$ cat src/rtl/conv_stream_feeder_pkg.sv
// Shared definitions for the conv stream feeder: FSM encoding, pipeline latency
// and map-size helper.
package conv_stream_feeder_pkg;

    typedef enum logic [1:0] {
        IDLE   = 2'd0,
        STREAM = 2'd1,
        DRAIN  = 2'd2,
        FINISH = 2'd3
    } feeder_state_e;

    // Cycles from mem_rd_en to oValid: one SRAM read cycle plus the output register.
    localparam int unsigned FEED_LAT = 2;

    function automatic int unsigned calc_n(input int unsigned w, input int unsigned h);
        return w * h;
    endfunction

endpackage

$ cat src/rtl/conv_stream_feeder_delay_line.sv
// Fixed-depth register chain for the valid/last side-band flags; every stage is
// exposed so the data register can be enabled from the first tap.
module feeder_delay_line
    import conv_stream_feeder_pkg::*;
#(
    parameter int unsigned WIDTH = 1,
    parameter int unsigned DEPTH = FEED_LAT
) (
    input  logic                        clk_i,
    input  logic                        rst_ni,
    input  logic [WIDTH-1:0]            d_i,
    output logic [DEPTH-1:0][WIDTH-1:0] taps_o
);

    logic [DEPTH-1:0][WIDTH-1:0] taps_q;

    always_ff @(posedge clk_i or negedge rst_ni) begin
        if (!rst_ni) begin
            taps_q <= '0;
        end else begin
            taps_q[0] <= d_i;
            for (int unsigned i = 1; i < DEPTH; i++) begin
                taps_q[i] <= taps_q[i-1];
            end
        end
    end

    assign taps_o = taps_q;

endmodule

$ cat src/rtl/conv_stream_feeder.sv
// Streams one D-channel feature map from on-chip SRAMs to the conv unit in
// raster order, with hold-based pausing and a start/done handshake.
module conv_stream_feeder
    import conv_stream_feeder_pkg::*;
#(
    parameter int unsigned DATA_WIDTH = 16,
    parameter int unsigned D          = 3,
    parameter int unsigned IMG_W      = 28,
    parameter int unsigned IMG_H      = 28,
    parameter int unsigned ADDR_WIDTH = 10
) (
    input  logic                  clk,
    input  logic                  rst_n,
    input  logic                  start,
    input  logic                  hold,
    output logic                  busy,
    output logic                  done,
    output logic                  mem_rd_en,
    output logic [ADDR_WIDTH-1:0] mem_addr,
    input  logic [DATA_WIDTH-1:0] mem_rdata1,
    input  logic [DATA_WIDTH-1:0] mem_rdata2,
    input  logic [DATA_WIDTH-1:0] mem_rdata3,
    output logic                  oValid,
    output logic [DATA_WIDTH-1:0] oData1,
    output logic [DATA_WIDTH-1:0] oData2,
    output logic [DATA_WIDTH-1:0] oData3,
    output logic                  oLast
);

    localparam int unsigned           N_PIX     = calc_n(IMG_W, IMG_H);
    localparam logic [ADDR_WIDTH-1:0] LAST_ADDR = ADDR_WIDTH'(N_PIX - 1);

    feeder_state_e         state_q, state_d;
    logic [ADDR_WIDTH-1:0] addr_q, addr_d;
    logic                  drain_q, drain_d;
    logic                  rd_en;
    logic                  issue_last;

    always_ff @(posedge clk or negedge rst_n) begin
        if (!rst_n) begin
            state_q <= IDLE;
            addr_q  <= '0;
            drain_q <= 1'b0;
        end else begin
            state_q <= state_d;
            addr_q  <= addr_d;
            drain_q <= drain_d;
        end
    end

    always_comb begin
        state_d = state_q;
        addr_d  = addr_q;
        drain_d = drain_q;
        rd_en   = 1'b0;
        case (state_q)
            IDLE: begin
                if (start) begin
                    state_d = STREAM;
                    addr_d  = '0;
                end
            end
            STREAM: begin
                if (!hold) begin
                    rd_en = 1'b1;
                    // Counter parks on the last address instead of wrapping.
                    if (addr_q == LAST_ADDR) begin
                        state_d = DRAIN;
                        drain_d = 1'b0;
                    end else begin
                        addr_d = addr_q + 1'b1;
                    end
                end
            end
            DRAIN: begin
                if (drain_q) begin
                    state_d = FINISH;
                end else begin
                    drain_d = 1'b1;
                end
            end
            FINISH: begin
                state_d = IDLE;
            end
            default: begin
                state_d = IDLE;
            end
        endcase
    end

    assign issue_last = rd_en && (addr_q == LAST_ADDR);
    assign mem_rd_en  = rd_en;
    assign mem_addr   = addr_q;
    assign busy       = (state_q != IDLE);
    assign done       = (state_q == FINISH);

    // Bit 0 carries valid, bit 1 carries last.
    logic [FEED_LAT-1:0][1:0] flag_taps;
    logic                     unused_mid_last;

    feeder_delay_line #(
        .WIDTH(2),
        .DEPTH(FEED_LAT)
    ) u_flags (
        .clk_i (clk),
        .rst_ni(rst_n),
        .d_i   ({issue_last, rd_en}),
        .taps_o(flag_taps)
    );

    assign oValid          = flag_taps[FEED_LAT-1][0];
    assign oLast           = flag_taps[FEED_LAT-1][1];
    assign unused_mid_last = flag_taps[0][1];

    logic [DATA_WIDTH-1:0] rdata  [D];
    logic [DATA_WIDTH-1:0] odata_q[D];

    assign rdata[0] = mem_rdata1;
    assign rdata[1] = mem_rdata2;
    assign rdata[2] = mem_rdata3;

    // SRAM data is valid exactly when the first flag tap shows a read in flight.
    always_ff @(posedge clk or negedge rst_n) begin
        if (!rst_n) begin
            for (int unsigned i = 0; i < D; i++) begin
                odata_q[i] <= '0;
            end
        end else if (flag_taps[0][0]) begin
            for (int unsigned i = 0; i < D; i++) begin
                odata_q[i] <= rdata[i];
            end
        end
    end

    assign oData1 = odata_q[0];
    assign oData2 = odata_q[1];
    assign oData3 = odata_q[2];

endmodule
$ cat config.mk
export PLATFORM = sky130hd
export DESIGN_NAME = conv_stream_feeder
export DESIGN_NICKNAME = d
export VERILOG_FILES = /design/src/rtl/conv_stream_feeder_pkg.sv /design/src/rtl/conv_stream_feeder_delay_line.sv /design/src/rtl/conv_stream_feeder.sv
export SDC_FILE = /design/constraint.sdc
export NUM_CORES = 1
export LEC_CHECK = 0
export CAP_MARGIN = 20
export CORE_UTILIZATION = 42
export CTS_CLUSTER_DIAMETER = 150
export DETAILED_ROUTE_END_ITERATION = 10
export HOLD_SLACK_MARGIN = 0.08
export PLACE_DENSITY = 0.89
export SYNTH_ARGS = -nofsm -noshare
export SYNTH_HDL_FRONTEND = slang
export SYNTH_HIERARCHICAL = 1
export SYNTH_SLANG_ARGS = --single-unit
$ cat constraint.sdc
create_clock -name clk -period 2.3 [get_ports clk]
set_input_delay 0.23 -clock clk [delete_from_list [all_inputs] [get_ports clk]]
set_output_delay 0.23 -clock clk [all_outputs]
set_load 0.1 [all_outputs]
# Word-level counts from Yosys, hierarchy flattened
# Index checks and enable logic that the tools add are counted.
dict set report word_totals {
  out_inout_bits 63
  regBits 65
  elab_cells 40
}
dict set report op_classes {
  n_reduce_logical 8
  n_addsub 1
  muxes 14
  eq_ne 9
}
# cell n
set ops {}
lappend ops {{10-bit 2-to-1 mux} 3}
lappend ops {{10-bit case mux with 2 select lines} 1}
lappend ops {{10-bit by 1-bit adder with 10-bit output, second input constant} 1}
lappend ops {{10-bit equality test, second input constant} 1}
lappend ops {{2-bit != test, second input constant} 5}
lappend ops {{2-bit 2-to-1 mux} 4}
lappend ops {{2-bit case mux with 4 select lines} 1}
lappend ops {{4-bit AND reduction} 2}
lappend ops {{2-bit nonzero test} 3}
lappend ops {{2-bit equality test, second input constant} 2}
lappend ops {{1-bit 2-to-1 mux} 4}
lappend ops {{3-bit AND reduction} 1}
lappend ops {{2-bit by 1-bit equality test with 1-bit output, second input constant} 1}
lappend ops {{2-bit zero test} 1}
lappend ops {{1-bit case mux with 2 select lines} 1}
lappend ops {{1-bit logical AND} 1}

# Depth between registers and ports, before layout
dict set report logic_depth {
  ltp_word 4
  mapped_depth 7
  mapped_depth_nobuf 6
}

# By module
# Netlist, hierarchy kept.
# module seq_area_each_um2 n_inst area_each_um2 cells_each
set modules_own_cells {}
lappend modules_own_cells {conv_stream_feeder 1526.5 1 2602.5 194}
lappend modules_own_cells {feeder_delay_line 100.1 1 100.1 4}

# Worst setup path before layout
# OpenSTA, ideal clock, no wires.
dict set report synth_timing {
  path_kind {reg-to-reg}
  start {reg addr_q[0] (netlist: mem_addr[0])}
  end {reg state_q[1]}
  arrival_ns 2.472
  setup_ns 0.125
  stages_incl_launch_ff 7
  required_ns 2.175
  n_path_buf 1
  path_slack_ns -0.297
  path_cell_list {dfrtp_1 ha_1 nand3_1 or3b_1 buf_6 a21oi_2 mux2_2}
}
dict set report synth_between {
  elab_chain_cells 3
}
# item line_no
set synth_rtl {}
lappend synth_rtl {{start, declared} conv_stream_feeder.sv:34} ;# logic [ADDR_WIDTH-1:0] addr_q, addr_d;
lappend synth_rtl {{start signal, assigned} conv_stream_feeder.sv:46} ;# addr_q <= addr_d;
lappend synth_rtl {{10-bit equality test} conv_stream_feeder.sv:67} ;# if (addr_q == LAST_ADDR) begin
lappend synth_rtl {{2-bit != test (no source line)} n/a}
lappend synth_rtl {{4-bit AND reduction (no source line)} n/a}
lappend synth_rtl {{end signal, assigned} conv_stream_feeder.sv:45} ;# state_q <= state_d;
lappend synth_rtl {{end, declared} conv_stream_feeder.sv:33} ;# feeder_state_e state_q, state_d;
# Every way passes these cells.
# A chain may end at the register's enable or synchronous reset.

# Worst setup path in the final report
dict set report layout_timing {
  start {reg state_q[1]}
  end {out mem_rd_en}
}
dict set report layout_between {
  elab_chain_cells 2
}
# item line_no
set layout_rtl {}
lappend layout_rtl {{2-bit by 1-bit equality test with 1-bit output} conv_stream_feeder.sv:56} ;# case (state_q)
lappend layout_rtl {{1-bit 2-to-1 mux} conv_stream_feeder.sv:56}
lappend layout_rtl {{end, declared} conv_stream_feeder.sv:18} ;# output logic mem_rd_en,
# Every way passes these cells.

==> flow_metrics.tcl <==
set metrics [dict create \
    timing.fmax_mhz 483.1 \
    post_synthesis_async_set_or_reset_flop_share 1.000 \
    mean_instance_size_in_the_synthesized_netlist_sq_um 13.65 \
    yosysSeqAreaShare 0.6019 \
    drt-vias-per-instance 4.940 \
    final.min_clock_period_ns 2.070 \
    diodes 0 \
    timing.setup.tns_ns 0 \
    mappedNetlistNets 255 \
    vias_in_the_first_global_route 1850 \
    synth_top_flop_cell "sky130_fd_sc_hd__dfrtp_1" \
    critPathMaxStageDelay_ns 0.48 \
    die_area_sq_um 6759 \
    post-cts-setup-buffers 0 \
    holdCritPathClass "reg -> reg" \
    postRouteAntennaNets 0 \
    gp_congestion 0.8691 \
    wl_mm 5.774 \
    crit_type "reg -> out" \
    crit_path_top_delay_cell "sky130_fd_sc_hd__ha_1" \
    clock_tree.htree_level_count 3 \
    grt_start_max_net_pins 31 \
    rsz0062_at_grt "no" \
    cts_sinks 65 \
    final.period_utilization 0.9000 \
    finalSetupViolations 0 \
    num_rows 28 \
    critical_path_capture_point_type "primary output" \
    drc_errors 0 \
    clk_pin_slew_ns 0.07 \
    timing.clock.skew_ns 0.01205 \
    synth_largest_area_cell "sky130_fd_sc_hd__dfrtp_1" \
    timing.critical_path.mode_cell "sky130_fd_sc_hd__inv_1" \
    list_of_most_frequent_post_synthesis_cells "sky130_fd_sc_hd__dfrtp_1 (65), sky130_fd_sc_hd__mux2_2 (49), sky130_fd_sc_hd__nand2_1 (14)" \
    core_region_area_sq_um 6061 \
    final_max_slew_viol_count 0 \
    tritoncts "done" \
    synthesis.area_sq_um 2703 \
    worst_rel_slew_slack 0.6577 \
    synthDominantCellAreaShare 0.6019 \
    ys_top_cells_by_area "sky130_fd_sc_hd__dfrtp_1 (60%), sky130_fd_sc_hd__mux2_2 (20%), sky130_fd_sc_hd__ha_1 (2.3%)" \
    die_y_um 82.22 \
    postSynthRegisterBits 65 \
    num_vias 1976 \
    globalRouteTotalUtil 0.1717 \
    flow.area_growth_from_synthesis_pct 48.89 \
    clockBufferDepth 2 \
    numCtsBuffers 9 \
    post-synth-top-count-cell "sky130_fd_sc_hd__dfrtp_1" \
    routedWlPerCell_um 14.44 \
    io-pin-count 115 \
    worst_pin_slew_ns 0.5135 \
    timing.critical_path.cells "inv_1 -> ha_1 -> nand2b_1 -> inv_1 -> buf_12" \
    critical_path.max_fanout 15 \
    placement.io_buffers 114 \
    ctsRootBufferMaster "sky130_fd_sc_hd__clkbuf_8" \
    yosys_warnings 6 \
    global_route_wire_length_before_repair_mm 8.576 \
    die_w_um 82.22 \
    global_route.overflow_total 0 \
    antenna_violations_before_repair 0 \
    synthesis.instances 198 \
    critPathArrivalTime_ns 1.84 \
    max_cap_violations 0 \
    n_fill_cell 460 \
    critical_path_required_ns 2.07 \
    unique_cell_type_count_in_the_yosys_netlist 33 \
    first_drt_pass_iteration_count 4 \
    initialDrtViolationCount 45 \
    hold_viol 0 \
    critical_path_start_type "register" \
    place.detailed.hpwl_mm 4.340 \
    timing.critical_path.max_delay_family "adder cells" \
    start_util 0.4459 \
    worst_path_buf_inv 3 \
    run_status "finished clean" \
    synth-edff-count 0 \
    clk_latency_ns 0.32 \
    finish.net_count 377 \
    layout-drive-gt1-share 0.4400 \
]
worst reg2reg max path, stage by stage, from the launching register on:
cell                      delay (ns)
sky130_fd_sc_hd__dfrtp_2        0.40
sky130_fd_sc_hd__ha_1           0.19
sky130_fd_sc_hd__nand3_1        0.18
sky130_fd_sc_hd__or3b_1         0.56
sky130_fd_sc_hd__a21oi_2        0.22
sky130_fd_sc_hd__mux2_2         0.34
flip-flops by register name, indices dropped and copies added (netlist names):
register and flops:
drain_q 1, mem_addr 10, oData1 16, oData2 16
oData3 16, state_q 2, u_flags/taps_o 4
repair_timing:
item	CTS	global route
hold endpoints to repair	20	0
gates resized for setup	0	0
hold buffers	1	0
final cells by class:
cell class                 count  area [sq um]  share of cell area
multi-input combinational    118          1005              0.2497
timing repair buffer         119          1044              0.2593
clock inverter                 5         78.83             0.01959
tap                           75         93.84             0.02332
sequential                    65          1635              0.4064
inverter                       7         26.28            0.006530
clock buffer                  11         141.4             0.03514
final timing paths:
| kind | start | endpoint | slack [ns] | cells after the start |
|---|---|---|---|---|
| worst max-delay path | state_q[1] | mem_rd_en | 0.23 | 5 |
| worst min-delay path | u_flags/taps_o[1] | u_flags/taps_o[3] | 0.35 | 0 |
| worst max register to register | mem_addr[0] | state_q[1] | 0.29 | 5 |
| worst min register to register | u_flags/taps_o[1] | u_flags/taps_o[3] | 0.35 | 0 |
| max in group asynchronous | rst_n | u_flags/taps_o[0] | 1.11 | 3 |
| min in group asynchronous | rst_n | oData2[7] | 0.40 | 2 |
per-layer routing:
metal	part of all wire	track usage	vias to the layer above
met4	0.0095	0.06316	0
met3	0.086	0.05055	5
met1	0.41	0.2033	949
met5	0	0	-
li1	-	-	947
met2	0.50	0.2942	75
metrics by stage:
step / hold slack [ns] / cell area (sq um) / utilization / worst slack, ns / instances
2_1_floorplan: -0.06559 / 2710 / - / 0.008179 / 198
5_1_grt: 0.3564 / 4024 / 0.6639 / 0.08165 / 400
3_5_place_dp: 0.2094 / 3794 / 0.6259 / 0.3202 / 383
6_report: 0.3520 / 4024 / 0.6639 / 0.2300 / 400
4_1_cts: 0.3558 / 4024 / 0.6639 / 0.2229 / 400
3_3_place_gp: 0.2014 / 3794 / 0.6259 / 0.3632 / 383
logic make-up after synthesis:
kind of cell | Yosys count | synth area share
DFF | 65 | 0.6019
adders and majority gates | 5 | 0.02315
muxes | 51 | 0.2116
AOI/OAI and AO/OA | 24 | 0.06852
and+or+nand+nor | 38 | 0.06852
buffers and inverters | 15 | 0.02639
placed cells by master, fill, tap and decap left out, types with 2 or more instances in the layout:
| cell type | Yosys | final |
|---|---|---|
| sky130_fd_sc_hd__nor3_1 | 3 | 3 |
| sky130_fd_sc_hd__clkdlybuf4s50_1 | 0 | 50 |
| sky130_fd_sc_hd__bufinv_16 | 0 | 2 |
| sky130_fd_sc_hd__mux2i_1 | 2 | 2 |
| sky130_fd_sc_hd__clkinv_2 | 0 | 2 |
| sky130_fd_sc_hd__ha_1 | 5 | 5 |
| sky130_fd_sc_hd__dfrtp_2 | 0 | 7 |
| sky130_fd_sc_hd__nand3_1 | 6 | 6 |
| sky130_fd_sc_hd__o21ai_0 | 6 | 6 |
| sky130_fd_sc_hd__clkbuf_8 | 0 | 10 |
| sky130_fd_sc_hd__nand2_1 | 14 | 14 |
| sky130_fd_sc_hd__nor2_1 | 5 | 5 |
| sky130_fd_sc_hd__dfrtp_1 | 65 | 58 |
| sky130_fd_sc_hd__a31oi_2 | 2 | 2 |
| sky130_fd_sc_hd__inv_1 | 7 | 7 |
| sky130_fd_sc_hd__buf_4 | 0 | 65 |
| sky130_fd_sc_hd__mux2_2 | 49 | 49 |
| sky130_fd_sc_hd__buf_12 | 0 | 2 |
| sky130_fd_sc_hd__a31oi_1 | 2 | 2 |
| sky130_fd_sc_hd__a2bb2oi_1 | 2 | 2 |
| sky130_fd_sc_hd__a21oi_1 | 3 | 3 |
| sky130_fd_sc_hd__nand2b_1 | 4 | 4 |
Power is left out: the tool's default activity adds up to more than one toggle a clock period on the data nets, which glitch-free logic cannot reach.
